**config.mk**
```make
export PLATFORM = sky130hd
export DESIGN_NAME = blk_check_arbiter
export DESIGN_NICKNAME = d
export VERILOG_FILES = /design/src/rtl/blk_chk_pkg.sv /design/src/rtl/blk_depth_core.sv /design/src/rtl/blk_check_arbiter.sv
export SDC_FILE = /design/constraint.sdc
export NUM_CORES = 1
export LEC_CHECK = 0
export CAP_MARGIN = 20
export CORE_MARGIN = 8
export CORE_UTILIZATION = 56
export DETAILED_ROUTE_END_ITERATION = 10
export PLACE_DENSITY = 0.81
export SYNTH_ARGS = -nofsm -noshare
export SYNTH_HDL_FRONTEND = slang
export SYNTH_SLANG_ARGS = --single-unit
```
**constraint.sdc**
```tcl
create_clock -name clk -period 7.05 [get_ports clk]
set_input_delay 1.0575 -clock clk [delete_from_list [all_inputs] [get_ports clk]]
set_output_delay 1.0575 -clock clk [all_outputs]
set_load 0.1 [all_outputs]
```
**src/rtl/blk_chk_pkg.sv**
```systemverilog
// Shared types and constants for the begin/end nesting checker and its arbiter.
// Optional stall watchdog in the arbiter is enabled with CHK_TIMEOUT_EN.
package blk_chk_pkg;

    typedef enum logic [1:0] {
        ST_IDLE,
        ST_CLEAR,
        ST_STREAM,
        ST_REPORT
    } arb_state_t;

    localparam logic [7:0]  ASCII_SPACE  = 8'h20;
    localparam logic [7:0]  FOLD_MASK    = 8'h20;
    localparam logic [39:0] KW_BEGIN     = "begin";
    localparam logic [23:0] KW_END       = "end";
    localparam int          MAX_WORD_LEN = 6;
    localparam int          WORD_LEN_W   = 3;

    // Lower-case letters; a space is unchanged by the fold.
    function automatic logic [7:0] fold_char(input logic [7:0] c);
        return c | FOLD_MASK;
    endfunction

endpackage

```
**src/rtl/blk_depth_core.sv**
```systemverilog
// Word buffer plus saturating depth counter: "begin" nests one level, "end" unnests.
// Words are delimited by spaces or by the last char of a packet.
module blk_depth_core
    import blk_chk_pkg::*;
#(
    parameter int DEPTH_W = 32
) (
    input  logic                      clk,
    input  logic                      reset,
    input  logic                      clr,
    input  logic                      ch_valid,
    input  logic [7:0]                ch,
    input  logic                      ch_last,
    output logic signed [DEPTH_W-1:0] depth,
    output logic                      underflow,
    output logic                      overflow
);

    localparam logic signed [DEPTH_W-1:0] DEPTH_MAX = {1'b0, {(DEPTH_W-1){1'b1}}};
    localparam logic signed [DEPTH_W-1:0] DEPTH_ONE = DEPTH_W'(1);

    logic [39:0]           word_reg;
    logic [WORD_LEN_W-1:0] len_reg;

    logic [7:0]            ch_f;
    logic                  is_space;
    logic [39:0]           word_app;
    logic [39:0]           eval_word;
    logic [WORD_LEN_W-1:0] len_app;
    logic [WORD_LEN_W-1:0] eval_len;
    logic                  word_done;
    logic                  is_begin;
    logic                  is_end;

    // The newest char enters at the low byte, so the buffer reads like a string literal.
    always_comb begin
        ch_f      = fold_char(ch);
        is_space  = (ch_f == ASCII_SPACE);
        word_app  = {word_reg[31:0], ch_f};
        len_app   = (len_reg == WORD_LEN_W'(MAX_WORD_LEN)) ? len_reg : len_reg + 1'b1;
        eval_word = is_space ? word_reg : word_app;
        eval_len  = is_space ? len_reg  : len_app;
        word_done = ch_valid && (is_space || ch_last);
        is_begin  = word_done && (eval_len == WORD_LEN_W'(5)) && (eval_word == KW_BEGIN);
        is_end    = word_done && (eval_len == WORD_LEN_W'(3)) && (eval_word[23:0] == KW_END);
    end

    always_ff @(posedge clk) begin
        if (reset || clr) begin
            word_reg  <= '0;
            len_reg   <= '0;
            depth     <= '0;
            underflow <= 1'b0;
            overflow  <= 1'b0;
        end else if (ch_valid) begin
            if (word_done) begin
                word_reg <= '0;
                len_reg  <= '0;
            end else begin
                word_reg <= word_app;
                len_reg  <= len_app;
            end
            if (is_begin) begin
                if (depth == DEPTH_MAX) begin
                    overflow <= 1'b1;
                end else begin
                    depth <= depth + DEPTH_ONE;
                end
            end else if (is_end) begin
                if (depth == '0) begin
                    underflow <= 1'b1;
                end else begin
                    depth <= depth - DEPTH_ONE;
                end
            end
        end
    end

endmodule

```
**src/rtl/blk_check_arbiter.sv**
```systemverilog
// Round-robin packet arbiter sharing one blk_depth_core among N_SRC char streams.
// Define CHK_TIMEOUT_EN to abort a packet after TIMEOUT stalled cycles in STREAM.
module blk_check_arbiter
    import blk_chk_pkg::*;
#(
    parameter int N_SRC   = 4,
    parameter int DEPTH_W = 32,
    parameter int TIMEOUT = 1024
) (
    input  logic                     clk,
    input  logic                     reset,
    input  logic [N_SRC-1:0]         src_valid,
    output logic [N_SRC-1:0]         src_ready,
    input  logic [8*N_SRC-1:0]       src_data,
    input  logic [N_SRC-1:0]         src_last,
    output logic                     rpt_valid,
    output logic [$clog2(N_SRC)-1:0] rpt_src,
    output logic                     rpt_ok,
    output logic [DEPTH_W-1:0]       rpt_depth,
    output logic                     rpt_timeout,
    output logic                     busy
);

    localparam int SRC_W = $clog2(N_SRC);

    if (N_SRC < 2 || N_SRC > 8 || TIMEOUT < 1) begin : g_param_check
        $error("blk_check_arbiter: N_SRC must be 2..8 and TIMEOUT at least 1");
    end

    arb_state_t       state_reg;
    logic [SRC_W-1:0] grant_reg;
    logic [SRC_W-1:0] rr_ptr_reg;
    logic             rpt_valid_reg;
    logic [SRC_W-1:0] rpt_src_reg;
    logic             tmo_flag;

    logic [SRC_W-1:0] pick_idx;
    logic [SRC_W-1:0] cand;
    logic             found;
    logic [SRC_W-1:0] rr_ptr_next;
    logic             hs;
    logic [7:0]       src_ch [N_SRC];

    logic signed [DEPTH_W-1:0] core_depth;
    logic                      core_underflow;
    logic                      core_overflow;

    for (genvar gi = 0; gi < N_SRC; gi++) begin : g_src
        assign src_ch[gi]    = src_data[8*gi+7:8*gi];
        assign src_ready[gi] = (state_reg == ST_STREAM) && (grant_reg == SRC_W'(gi));
    end

    // First requester at or after rr_ptr, wrapping around.
    always_comb begin
        pick_idx = rr_ptr_reg;
        cand     = '0;
        found    = 1'b0;
        for (int i = 0; i < N_SRC; i++) begin
            cand = SRC_W'((int'(rr_ptr_reg) + i) % N_SRC);
            if (!found && src_valid[cand]) begin
                found    = 1'b1;
                pick_idx = cand;
            end
        end
    end

    assign rr_ptr_next = (grant_reg == SRC_W'(N_SRC - 1)) ? '0 : grant_reg + 1'b1;
    assign hs          = (state_reg == ST_STREAM) && src_valid[grant_reg];

`ifdef CHK_TIMEOUT_EN
    localparam int STALL_W = $clog2(TIMEOUT + 1);
    logic [STALL_W-1:0] stall_cnt_reg;
    logic               rpt_timeout_reg;
    assign tmo_flag = rpt_timeout_reg;
`else
    assign tmo_flag = 1'b0;
`endif

    always_ff @(posedge clk) begin
        if (reset) begin
            state_reg     <= ST_IDLE;
            grant_reg     <= '0;
            rr_ptr_reg    <= '0;
            rpt_valid_reg <= 1'b0;
            rpt_src_reg   <= '0;
`ifdef CHK_TIMEOUT_EN
            stall_cnt_reg   <= '0;
            rpt_timeout_reg <= 1'b0;
`endif
        end else begin
            rpt_valid_reg <= 1'b0;
            case (state_reg)
                ST_IDLE: begin
                    if (|src_valid) begin
                        grant_reg <= pick_idx;
                        state_reg <= ST_CLEAR;
                    end
                end
                ST_CLEAR: begin
                    state_reg <= ST_STREAM;
`ifdef CHK_TIMEOUT_EN
                    stall_cnt_reg <= '0;
`endif
                end
                ST_STREAM: begin
                    if (hs && src_last[grant_reg]) begin
                        state_reg     <= ST_REPORT;
                        rpt_valid_reg <= 1'b1;
                        rpt_src_reg   <= grant_reg;
                    end
`ifdef CHK_TIMEOUT_EN
                    if (hs) begin
                        stall_cnt_reg <= '0;
                    end else if (stall_cnt_reg == STALL_W'(TIMEOUT - 1)) begin
                        state_reg       <= ST_REPORT;
                        rpt_valid_reg   <= 1'b1;
                        rpt_src_reg     <= grant_reg;
                        rpt_timeout_reg <= 1'b1;
                    end else begin
                        stall_cnt_reg <= stall_cnt_reg + 1'b1;
                    end
`endif
                end
                ST_REPORT: begin
                    rr_ptr_reg <= rr_ptr_next;
                    state_reg  <= ST_IDLE;
`ifdef CHK_TIMEOUT_EN
                    rpt_timeout_reg <= 1'b0;
`endif
                end
                default: state_reg <= ST_IDLE;
            endcase
        end
    end

    blk_depth_core #(
        .DEPTH_W(DEPTH_W)
    ) u_core (
        .clk      (clk),
        .reset    (reset),
        .clr      (state_reg == ST_CLEAR),
        .ch_valid (hs),
        .ch       (src_ch[grant_reg]),
        .ch_last  (src_last[grant_reg]),
        .depth    (core_depth),
        .underflow(core_underflow),
        .overflow (core_overflow)
    );

    // The core already holds the final char's effect by the time REPORT is entered.
    assign rpt_valid   = rpt_valid_reg;
    assign rpt_src     = rpt_src_reg;
    assign rpt_timeout = rpt_valid_reg & tmo_flag;
    assign rpt_ok      = rpt_valid_reg & ~tmo_flag & (core_depth == '0)
                         & ~core_underflow & ~core_overflow;
    assign rpt_depth   = rpt_valid_reg ? core_depth : '0;
    assign busy        = (state_reg != ST_IDLE);

endmodule

```
# Yosys cells after proc, flatten, opt, wreduce, memory -nomap -nowiden
# Cells that the tools add are included.
# op_classes
order_cmp	6
n_reduce_logical	33
shifts	0
div_mod_pow	0
bitwise_logic	8
mul	0
n_eq_ne	16
muxes	36
addsub	7
# op_table
operator	n
32-bit 2-to-1 mux	5
40-bit 2-to-1 mux	2
40-bit by 39-bit equality test with 1-bit output (second input constant)	1
32-bit by 2-bit adder with 32-bit output (second input constant)	1
32-bit equality test (second input constant)	1
32-bit logical NOT	1
32-bit by 2-bit subtractor with 32-bit output (second input constant)	1
24-bit by 23-bit equality test with 1-bit output (second input constant)	1
8-bit binary-select mux with 2-bit select	1
8-bit 2-to-1 mux	2
2-bit by 3-bit < comparator with 1-bit output (second input constant)	5
1-bit logical AND	14
1-bit binary-select mux with 2-bit select	6
2-bit 2-to-1 mux	6
1-bit 2-to-1 mux	10
3-bit 2-to-1 mux	3
2-bit equality test (second input constant)	4
2-bit one-hot mux with 4 select lines	1
4-bit AND reduction	2
7-bit logical NOT	1
3-bit equality test (second input constant)	2
2-bit AND reduction	3
2-bit by 1-bit adder with 2-bit output (second input constant)	2
2-bit adder (second input constant)	2
other kinds (16)	29
# totals
latch_bits	0
in_bits	42
elab_cells	116
mem_bits_rw	0
rom_bits	0
out_inout_bits	42
ff_bits	86
n_memories	0

# Longest topological paths before layout
# Gate-level depths: netlist of the first run.
# depth
depth_word	12
mapped_depth	17
depth_no_buf	17

# Modules after synthesis
# From an unflattened synthesis of the first run, not the netlist that was laid out.
# hier_totals
cells_unflattened	675
area_unflattened_um2	5796.8
# by_module_without_submodules
mod	area_each_um2	cells_per_inst	instances	seq_area_each_um2
blk_depth_core	4673.2	546	1	1541.5
blk_check_arbiter	1123.6	129	1	180.2

# Worst setup path after synthesis of the first run
# No wires, ideal clock.
# synth_timing
kind	input port to flip-flop
from	input port src_last[3]
to	register u_core.depth[25]
path_buffers	1
setup_ns	0.132
required_ns	6.918
path_stages	14
path_slack_ns	1.298
arrival_ns	5.619
cell_sequence	mux4_2 -> clkbuf_1 -> and3_1 -> and2_1 -> o211ai_1 -> ha_1 -> a211oi_1 -> o21ai_0 -> a211oi_1 -> a21oi_1 -> a311oi_1 -> nor3_1 -> o31ai_1 -> a21oi_1
# synth_via
elab_chain_len	8
word_cells_on_any_way	13
cone_classes	2 x eq/ne; 3 x mux; 8 x reduce/logical
# synth_lines
element	line	text
start, declared	blk_check_arbiter.sv:15	input logic [N_SRC-1:0] src_last,
1-bit binary-select mux with 2-bit select (*)	blk_check_arbiter.sv:144	.ch_last (src_last[grant_reg]),
1-bit 2-to-1 mux (not written as such) (*)	blk_check_arbiter.sv:144	
1-bit logical OR (*)	blk_depth_core.sv:43	word_done = ch_valid && (is_space || ch_last);
1-bit logical AND (*)	blk_depth_core.sv:43	
1-bit logical AND, on equally long branches (2 in series)	blk_depth_core.sv:44, blk_depth_core.sv:45	
2-bit inequality test (no line), or another cell as far along	--	
4-bit AND reduction (no line)	--	
end signal, assigned	blk_depth_core.sv:67	depth <= depth + DEPTH_ONE;
end signal, assigned	blk_depth_core.sv:73	depth <= depth - DEPTH_ONE;
end, declared	blk_depth_core.sv:14	output logic signed [DEPTH_W-1:0] depth,
# Mark *: on every way between the ends. The rest lies on a longest branch, timed or not. The select of a mux whose other input is x is not followed.
# A chain may end at the register's enable or synchronous reset.

# Worst setup path in the final report of the first run
# layout_timing
from	input port src_data[3]
to	register u_core.depth[25]
# layout_via
elab_chain_len	10
word_cells_on_any_way	21
cone_classes	6 x eq/ne; 6 x mux; 9 x reduce/logical
# layout_lines
element	line	text
start, declared	blk_check_arbiter.sv:14	input logic [8*N_SRC-1:0] src_data,
8-bit binary-select mux with 2-bit select (*)	blk_check_arbiter.sv:143	.ch (src_ch[grant_reg]),
8-bit 2-to-1 mux (not written as such) (*) (2 in series)	blk_check_arbiter.sv:143	
parallel branches: the longest is 7 deep, another holds 40-bit 2-to-1 mux	--	
# Every way passes the cells marked *. The select of a mux whose other input is x is not followed.

==> metrics.cfg, run 1 <==
[cts]
htreeDepth=3
hold_buffers=0
cts_tree=done
clock_sinks=86
numCtsBuffers=9
root_buffer=clkbuf_8
clockBufferDepth=2
cts.clk_slew.worst_paths_ps=90
insertion_delay_ps=370
cts-resized-gates=0
cts_setup_buffers=0

[die]
start_util_pct=56.6
die_h_um=120
dieArea_sq_um=14300
fp-row-count=38
chipWidth_um=120
ios=84
core_sq_um=10700

[routing]
routed_wl_mm=15.5
post_drt_wl_per_cell_um=16.5
drtIter0Drc=464
via_per_inst=6.17
drc_errors=0
vias=5802
first_pass_iters=7
final_antenna_net_count=0

[global_route]
grt_remaining_overflow=0
grt_use_total_pct=21.4
antenna_found_initial=0
grt_pass1_wl_mm=25.8
grt_max_degree=64
grt_pass1_vias=5557

[sta]
setup_viol=0
whs_ps=491
clock.fmax_ghz=0.167
final.setup.tns_ps=0
worst_pin_slew_ps=1090
fin_crit_ps=5990
finalHoldViolations=0
slew_headroom_pct=26.9
rsz0062_at_grt=false
finalCritPeriodShare_pct=85.0
slew_viol_final=0
worst_clock_skew_ps=12.4

[placement]
hpwl_mm=11.5
io_buffer_count=78
gp_congestion=0.894
postPlaceCellArea_sq_um=6870

[yosys]
synth_edf_count=0
yosys_warnings=0
synth_top_area_share_pct=28.6
synth-seq-cells=86
synth.distinct_cells=73
async_flop_share_pct=0
synth.area.top_cells=dfxtp_1 29%, ha_1 8.3%, nor2_1 6.2%
synth_top_area_cell=dfxtp_1
ys_seq_area_share_pct=28.6
syn-num-nets=816
netlist_area_sq_um=6020
syn-instance-count=733
syn_avg_cell_area_sq_um=8.22
synthFlopType=dfxtp_1

[final_layout]
design_area_sq_um=7090
seq_area_sq_um=1720
layout_commonest_cell=nor2_1
drive_gt1_share_pct=5.50
multi_input_area_sq_um=4090
nFillCells=890
nNetsFinal=878
n_antenna_cell=0
area_delta_synth_final_pct=17.8
largest_reg_flops=40
final_cell_mix=99 x nor2_1, 86 x dfxtp_1, 78 x clkdlybuf4s50_1

[worst_setup_path]
cp_slowest_stage_delay_ps=690
cp-start-kind=primary input
cp_cell_sequence=clkdlybuf4s50_1, mux4_2, nor4_4, nand4_1, a21oi_1, o211ai_1, buf_4, ha_1, a211oi_1, o21ai_0, a211oi_1, a21oi_1, a311oi_1, nor3_1, o31ai_1, a21oi_1
cp-end-kind=flop
crit_type=in -> reg
crit_top_cell=a21oi_1
critical-path-top-delay-family=compound AO/OA/AOI/OAI gates
cp.required_ps=7300
worstPathMaxFanout=11
worst-path-buf-inv=2
cp.arrival_ps=6250
cpMaxStageDelayCell=a311oi_1

[power]
p_per_area_nw_per_um2=168
ir_drop_mv=0.193
total_leakage_power_uw=0.00265
p_total_uw=1190

[run_status]
status=finished clean

[flow_run]
maxCapViolCount=0

[worst_hold_path]
holdCritPathClass=reg -> reg

[where the power goes]
| group | internal [uW] | total [uW] | switching (uW) |
|---|---|---|---|
| Sequential | 497 | 521 | 23.7 |
| Combinational | 90.6 | 276 | 185 |
| Clock | 203 | 395 | 192 |
[synthesized netlist by cell type, types with 8 or more instances]
library cell,number
clkbuf_1,26
nor2_1,99
nor3b_1,10
a21oi_1,51
nand3_1,12
nor3_1,19
inv_1,18
xor2_1,11
o21a_1,8
mux2i_1,24
mux4_2,9
o211ai_1,9
and2_1,43
a22oi_1,37
xnor2_1,13
a21o_1,12
ha_1,40
nand4_1,14
and3_1,12
o21ai_0,20
nor2b_1,10
dfxtp_1,86
nor4_1,16
nand2_1,46
[worst min-delay path, delay by kind of cell (launching register included)]
kind	cells	cell delay [ps]
DFF	1	340
and+or+nand+nor	1	70
AOI/OAI and AO/OA	1	40
[layer usage]
layer	part of all wire, %	vias to the layer above	GRT usage, %
li1	-	2822	-
met2	47	214	36.2
met4	2.4	0	8.90
met5	0	-	0
met1	43	2732	25.6
met3	7.0	34	5.21
[metrics by stage]
step / setup slack (ps) / util, % / std cells
finish: 1060 / 66.6 / 940
global route: 659 / 66.6 / 940
CTS: 1140 / 66.6 / 940
detailed placement: 782 / 64.5 / 924
global placement: 899 / 64.5 / 924
floorplan: 1300 / - / 733
[cell families (layout without fill, tap and decap cells)]
group           count (synthesis)  after routing  share of synthesized area, %
xor+xnor                       24             24                          3.49
buf+inv                        50            117                          3.72
compound gates                176            176                          19.4
other cells                     1              1                        0.0623
simple gates                  321            321                          28.5
fa+ha+maj                      41             41                          8.64
mux                            34             34                          7.54
flops                          86             86                          28.6
[path summary, 6_finish.rpt]
path,cells past startpoint,startpoint,slack [ps],end
setup / recovery,16,src_data[3],1060,u_core.depth[25]
hold / removal,2,u_core.underflow,490,u_core.underflow
setup reg to reg,15,grant_reg[0],1180,u_core.depth[25]
hold reg to reg,2,u_core.underflow,490,u_core.underflow
[final cells by class]
type,count,share of cell area [%]
Clock inverter,6,1.32
Clock buffer,10,1.80
Tap cell,140,2.47
Sequential cell,86,24.3
Inverter,18,0.952
Timing Repair Buffer,83,11.5
Multi-Input combinational cell,597,57.7
No activity file was read; power rests on OpenSTA's default activity.
==> inputs of run 2 (changes only) <==
- clock period: 7.05 -> 6.11 ns (I/O delays scaled with it)
==> run 2 against run 1 <==
  * Flip-flop and latch count is the same
  * Non-clock buffer count up 4
  * Global-route usage about the same
  * Power is 14% higher
  * Routed wire length grew 0.52%
  * Largest power group unchanged
  * Largest cell class unchanged
  * Cell area rose by 0.56%
  * Sequential power increased by 15%
  * Critical endpoint is now u_core.depth[27]
==> metrics.cfg, run 2 (synthesis gave the netlist of run 1 again) <==
[final_layout]
largest_reg_flops=40  ; unchanged
final_cell_mix=99 x nor2_1, 86 x dfxtp_1, 78 x clkdlybuf4s50_1  ; unchanged
nNetsFinal=882  ; was 878
n_antenna_cell=0  ; unchanged
layout_commonest_cell=nor2_1  ; unchanged
multi_input_area_sq_um=4090  ; unchanged
nFillCells=927  ; was 890
area_delta_synth_final_pct=18.4  ; was 17.8%
seq_area_sq_um=1720  ; unchanged
drive_gt1_share_pct=6.09  ; was 5.50%

[placement]
io_buffer_count=78  ; unchanged
hpwl_mm=11.8  ; was 11.5 mm
gp_congestion=0.913  ; was 0.894
pre_cts_ws_ps=325  ; was 782 ps

[die]
ios=84  ; unchanged
start_util_pct=56.6  ; unchanged
fp-row-count=38  ; unchanged
chipWidth_um=120  ; unchanged
core_sq_um=10700  ; unchanged
die_h_um=120  ; unchanged
dieArea_sq_um=14300  ; unchanged

[worst_setup_path]
rr_startpoint=grant_reg[0]  ; unchanged
crit_start=src_data[27]  ; was src_data[3]
cp.required_ps=6370  ; was 7300 ps
cp-end-kind=flop  ; unchanged
crit_type=in -> reg  ; unchanged
cp.arrival_ps=5730  ; was 6250 ps
reg2reg_slack_ps=740  ; was 1180 ps
rr_worst_depth=15  ; unchanged
reg2reg_to=u_core.depth[27]  ; was u_core.depth[25]
worstPathMaxFanout=8  ; was 11
cp-start-kind=primary input  ; unchanged

[cts]
cts-resized-gates=0  ; unchanged
htreeDepth=3  ; unchanged
numCtsBuffers=9  ; unchanged
insertion_delay_ps=380  ; was 370 ps
cts.clk_slew.worst_paths_ps=90  ; about the same
clock_sinks=86  ; unchanged
hold_buffers=0  ; unchanged
cts_setup_buffers=0  ; unchanged
cts_tree=done  ; unchanged
root_buffer=clkbuf_8  ; unchanged
clockBufferDepth=2  ; unchanged

[worst_hold_path]
min_from=u_core.underflow  ; unchanged
hold_depth=2  ; unchanged
holdPathEnd=u_core.underflow  ; unchanged
holdCritPathClass=reg -> reg  ; unchanged

[sta]
fin_ws_ps=640  ; was 1060 ps
slew_headroom_pct=32.4  ; was 26.9%
fin_crit_ps=5470
worst_clock_skew_ps=11.4  ; was 12.4 ps
finalHoldViolations=0  ; unchanged
finalCritPeriodShare_pct=89.5
rsz0062_at_grt=false  ; unchanged
slew_viol_final=0  ; unchanged
worst_pin_slew_ps=1010  ; was 1090 ps
final.setup.tns_ps=0  ; unchanged
setup_viol=0  ; unchanged
clock.fmax_ghz=0.183
whs_ps=497  ; was 491 ps

[power]
swShare_pct=35.1  ; was 33.7%
p_seq_share_pct=44.2  ; was 43.7%
p_total_uw=1360  ; was 1190 uW
internal-power_uw=879  ; was 790 uW
ir_drop_mv=0.238  ; was 0.193 mV
clkPwrFrac_pct=32.0  ; was 33.2%
switchingPower_uw=476  ; was 402 uW
power_frac_comb_pct=23.8  ; was 23.2%
p_per_area_nw_per_um2=190  ; was 168 nW/um^2
total_leakage_power_uw=0.00268  ; was 0.00265 uW

[global_route]
grt_pass1_wl_mm=25.9  ; was 25.8 mm
grt_util_met1_pct=25.7  ; was 25.6%
grt_busiest_layer=met2  ; unchanged
grt_max_degree=64  ; unchanged
grt_remaining_overflow=0  ; unchanged
use_met3_pct=4.74  ; was 5.21%
grt_pass1_vias=5496  ; was 5557
antenna_found_initial=0  ; unchanged
grt_use_met2_pct=36.6  ; was 36.2%
grt_use_total_pct=21.5  ; was 21.4%

[routing]
drtIter0Drc=395  ; was 464
post_drt_wl_per_cell_um=16.5  ; about the same
via_per_inst=6.16  ; was 6.17
drc_errors=0  ; unchanged
routed_wl_mm=15.6  ; was 15.5 mm
first_pass_iters=7  ; unchanged
vias=5816  ; was 5802
final_antenna_net_count=0  ; unchanged

[run_status]
status=finished clean  ; unchanged

[flow_run]
maxCapViolCount=0  ; unchanged

[run 2: cell types whose count changed in the layout (fill, tap and decap cells not counted)]
cell	before	now
buf_4	5	8
inv_8	0	2
buf_16	0	1
bufinv_16	2	1
clkbuf_1	1	0
clkinvlp_4	1	0
inv_6	2	3
[run 2: worst max-delay path: stages]
cell and delay, ps:
clkdlybuf4s50_1 400, mux4_2 590, nor4_4 410, nand4_1 180, a21oi_1 170, o211ai_1 280
buf_4 290, ha_1 250, a211oi_1 290, o21ai_0 180, a211oi_1 380, a21oi_1 200
a311oi_1 710, o21ai_0 220, xnor2_1 190, o21ai_1 70
[run 2: layout make-up]
cell class	count	area share (%)
Multi-Input combinational cell	597	57.3
Tap cell	140	2.46
Clock buffer	9	1.74
Clock inverter	7	1.23
Timing Repair Buffer	87	12.2
Sequential cell	86	24.1
Inverter	18	0.947
[run 2: power groups by stage]
| stage | logic [uW] | clock network [uW] | registers (uW) |
|---|---|---|---|
| after detailed placement | 321 | 0 | 613 |
| after floorplan | 243 | 0 | 603 |
| after global placement | 313 | 0 | 611 |
| after CTS | 322 | 442 | 600 |
| after global routing | 348 | 463 | 604 |
| final | 322 | 434 | 600 |
[run 2: how the worst max path moves through the flow]
stage / endpoint / slack (ps)
after floorplan: u_core.depth[25] / 500
after global placement: u_core.depth[25] / 440
after detailed placement: u_core.depth[25] / 320
after CTS: u_core.depth[25] / 690
after global routing: u_core.depth[27] / 250
final: u_core.depth[27] / 640
[run 2: metrics by stage]
step | utilization [%] | cells | cell area [sq um]
finish | 67.0 | 944 | 7130
global route | 67.0 | 944 | 7130
CTS | 66.7 | 943 | 7110
detailed placement | 64.7 | 927 | 6900
global placement | 64.7 | 927 | 6900
floorplan | - | 733 | 6020
[run 2: routing by layer]
layer	routed length, um	share of wire, %
met5	0	0
met2	7370	47
met3	1050	6.7
met1	6820	44
met4	373	2.4
==> inputs of run 3 (changes only) <==
- CORE_UTILIZATION: 56 -> 57
- CTS_BUF_LIST: unset -> sky130_fd_sc_hd__clkbuf_4
- HOLD_SLACK_MARGIN: unset -> 0.03
- PLACE_DENSITY: 0.81 -> 0.83
==> run 3 against run 2 <==
  * Fmax rose by 4.3%
  * Register-to-register slack improved by 250 ps
  * Critical path type unchanged
  * Worst hold slack improved by 5.3 ps
  * Clock-buffer cell count did not move
  * Power fell by 9.4%
  * Clock power fell by 30%
  * Largest power group unchanged
==> metrics.cfg, run 3 (synthesis gave the netlist of run 1 again) <==
[run_status]
status=finished clean  ; unchanged

[power]
p_total_uw=1230  ; was 1360 uW
ir_drop_mv=0.246  ; was 0.238 mV
total_leakage_power_uw=0.00264  ; was 0.00268 uW
power_frac_comb_pct=26.5  ; was 23.8%
p_per_area_nw_per_um2=174  ; was 190 nW/um^2
p_seq_share_pct=48.7  ; was 44.2%
clkPwrFrac_pct=24.8  ; was 32.0%
internal-power_uw=770  ; was 879 uW
switchingPower_uw=458  ; was 476 uW
swShare_pct=37.3  ; was 35.1%

[cts]
root_buffer=clkbuf_4  ; was clkbuf_8
cts_tree=done  ; unchanged
cts.clk_slew.worst_paths_ps=140  ; was 90 ps
cts_setup_buffers=0  ; unchanged
cts-resized-gates=0  ; unchanged
htreeDepth=3  ; unchanged
clockBufferDepth=2  ; unchanged
numCtsBuffers=9  ; unchanged
hold_buffers=0  ; unchanged
insertion_delay_ps=460  ; was 380 ps
clock_sinks=86  ; unchanged

[final_layout]
final_cell_mix=99 x nor2_1, 86 x dfxtp_1, 78 x clkdlybuf4s50_1  ; unchanged
final_util_pct=68.5  ; was 67.0%
area_delta_synth_final_pct=16.9  ; was 18.4%
nNetsFinal=883  ; was 882
drive_gt1_share_pct=6.21  ; was 6.09%
design_area_sq_um=7040  ; was 7130 sq um
layout_commonest_cell=nor2_1  ; unchanged
n_antenna_cell=0  ; unchanged
largest_reg_flops=40  ; unchanged

[worst_setup_path]
cp.required_ps=6420  ; was 6370 ps
worst-path-buf-inv=2  ; unchanged
critical-path-top-delay-family=compound AO/OA/AOI/OAI gates  ; unchanged
crit_top_cell=a21oi_1
cp_cell_sequence=clkdlybuf4s50_1, mux4_2, nor4_4, nand4_1, a21oi_1, o211ai_1, buf_4, ha_1, a211oi_1, o21ai_0, a211oi_1, a21oi_1, a311oi_1, nor3_1, o31ai_1, a21oi_1  ; was clkdlybuf4s50_1, mux4_2, nor4_4, nand4_1, a21oi_1, o211ai_1, buf_4, ha_1, a211oi_1, o21ai_0, a211oi_1, a21oi_1, a311oi_1, o21ai_0, xnor2_1, o21ai_1
cp-end-kind=flop  ; unchanged
worstPathMaxFanout=15  ; was 8
cp_slowest_stage_delay_ps=670  ; was 710 ps
cp.arrival_ps=5550  ; was 5730 ps
cp-start-kind=primary input  ; unchanged
cpMaxStageDelayCell=a311oi_1  ; unchanged
crit_type=in -> reg  ; unchanged

[routing]
via_per_inst=6.10  ; was 6.16
first_pass_iters=5  ; was 7
vias=5742  ; was 5816
drtIter0Drc=478  ; was 395
drc_errors=0  ; unchanged
post_drt_wl_per_cell_um=16.5  ; about the same
routed_wl_mm=15.5  ; was 15.6 mm
final_antenna_net_count=0  ; unchanged

[sta]
finalHoldViolations=0  ; unchanged
slew_viol_final=0  ; unchanged
clock.fmax_ghz=0.191  ; was 0.183 GHz
fin_ws_ps=865  ; was 640 ps
worst_clock_skew_ps=18.2  ; was 11.4 ps
finalCritPeriodShare_pct=85.8  ; was 89.5%
setup_viol=0  ; unchanged
worst_pin_slew_ps=1020  ; was 1010 ps
slew_headroom_pct=31.5  ; was 32.4%
fin_crit_ps=5240  ; was 5470 ps
final.setup.tns_ps=0  ; unchanged
rsz0062_at_grt=false  ; unchanged

[flow_run]
maxCapViolCount=0  ; unchanged

[die]
core_sq_um=10300  ; was 10700 sq um
die_h_um=119  ; was 120 um
dieArea_sq_um=14100  ; was 14300 sq um
chipWidth_um=119  ; was 120 um
ios=84  ; unchanged
start_util_pct=58.6  ; was 56.6%
fp-row-count=37  ; was 38

[worst_hold_path]
holdCritPathClass=reg -> reg  ; unchanged

[global_route]
grt_remaining_overflow=0  ; unchanged
grt_pass1_vias=5647  ; was 5496
grt_pass1_wl_mm=26.1  ; was 25.9 mm
grt_use_total_pct=21.7  ; was 21.5%
grt_max_degree=75  ; was 64
antenna_found_initial=0  ; unchanged

[placement]
gp_congestion=0.918  ; was 0.913
postPlaceCellArea_sq_um=6900  ; about the same
io_buffer_count=78  ; unchanged
hpwl_mm=11.7  ; was 11.8 mm
pre_cts_ws_ps=444  ; was 325 ps

-- run 3: cell types whose count changed in the layout (fill, tap and decap cells not counted), sizes merged --
cell,delta
buf,+1
bufinv,-1
inv,-1
clkinv,+2
-- run 3: path summary, 6_finish.rpt --
| check | slack [ps] | end | start | depth (start not counted) |
|---|---|---|---|---|
| setup / recovery | 870 | u_core.depth[25] | src_data[3] | 16 |
| hold / removal | 500 | u_core.underflow | u_core.underflow | 2 |
| setup reg to reg | 990 | u_core.depth[25] | grant_reg[0] | 15 |
| hold reg to reg | 500 | u_core.underflow | u_core.underflow | 2 |
-- run 3: worst min-delay path, cell delays in order, from the launching register on --
cell     delay, ps
dfxtp_1        360
a21oi_1         50
nor2_1          70
-- run 3: layer usage --
layer  track usage [%]  part of all wire (%)  up-vias
met1              26.7                    45     2723
met2              36.7                    47      172
met4              6.72                   1.5        0
met5                 0                     0        -
li1                  -                     -     2829
met3              5.05                   6.8       18
-- run 3: layout make-up --
| type | instances | area (sq um) |
|---|---|---|
| multi-input cells | 597 | 4090 |
| fillers | 893 | 3240 |
| flip-flops and latches | 86 | 1720 |
| repair buffers | 88 | 868 |
| well taps | 136 | 170 |
| clock buffers | 9 | 67.6 |
| inverters | 18 | 67.6 |
| clock inverters | 7 | 53.8 |
-- run 3: power by group through the flow --
stage	clock (uW)	combinational, uW	sequential [uW]
2_1_floorplan	0	243	603
3_3_place_gp	0	318	609
3_5_place_dp	0	324	611
4_1_cts	313	326	599
5_1_grt	329	350	602
6_report	304	325	599
-- run 3: per-stage QoR --
stage | hold WS [ps] | cells
after CTS | 505 | 940
final | 502 | 941
after global placement | 450 | 924
after global routing | 555 | 941
after floorplan | 438 | 733
after detailed placement | 470 | 924
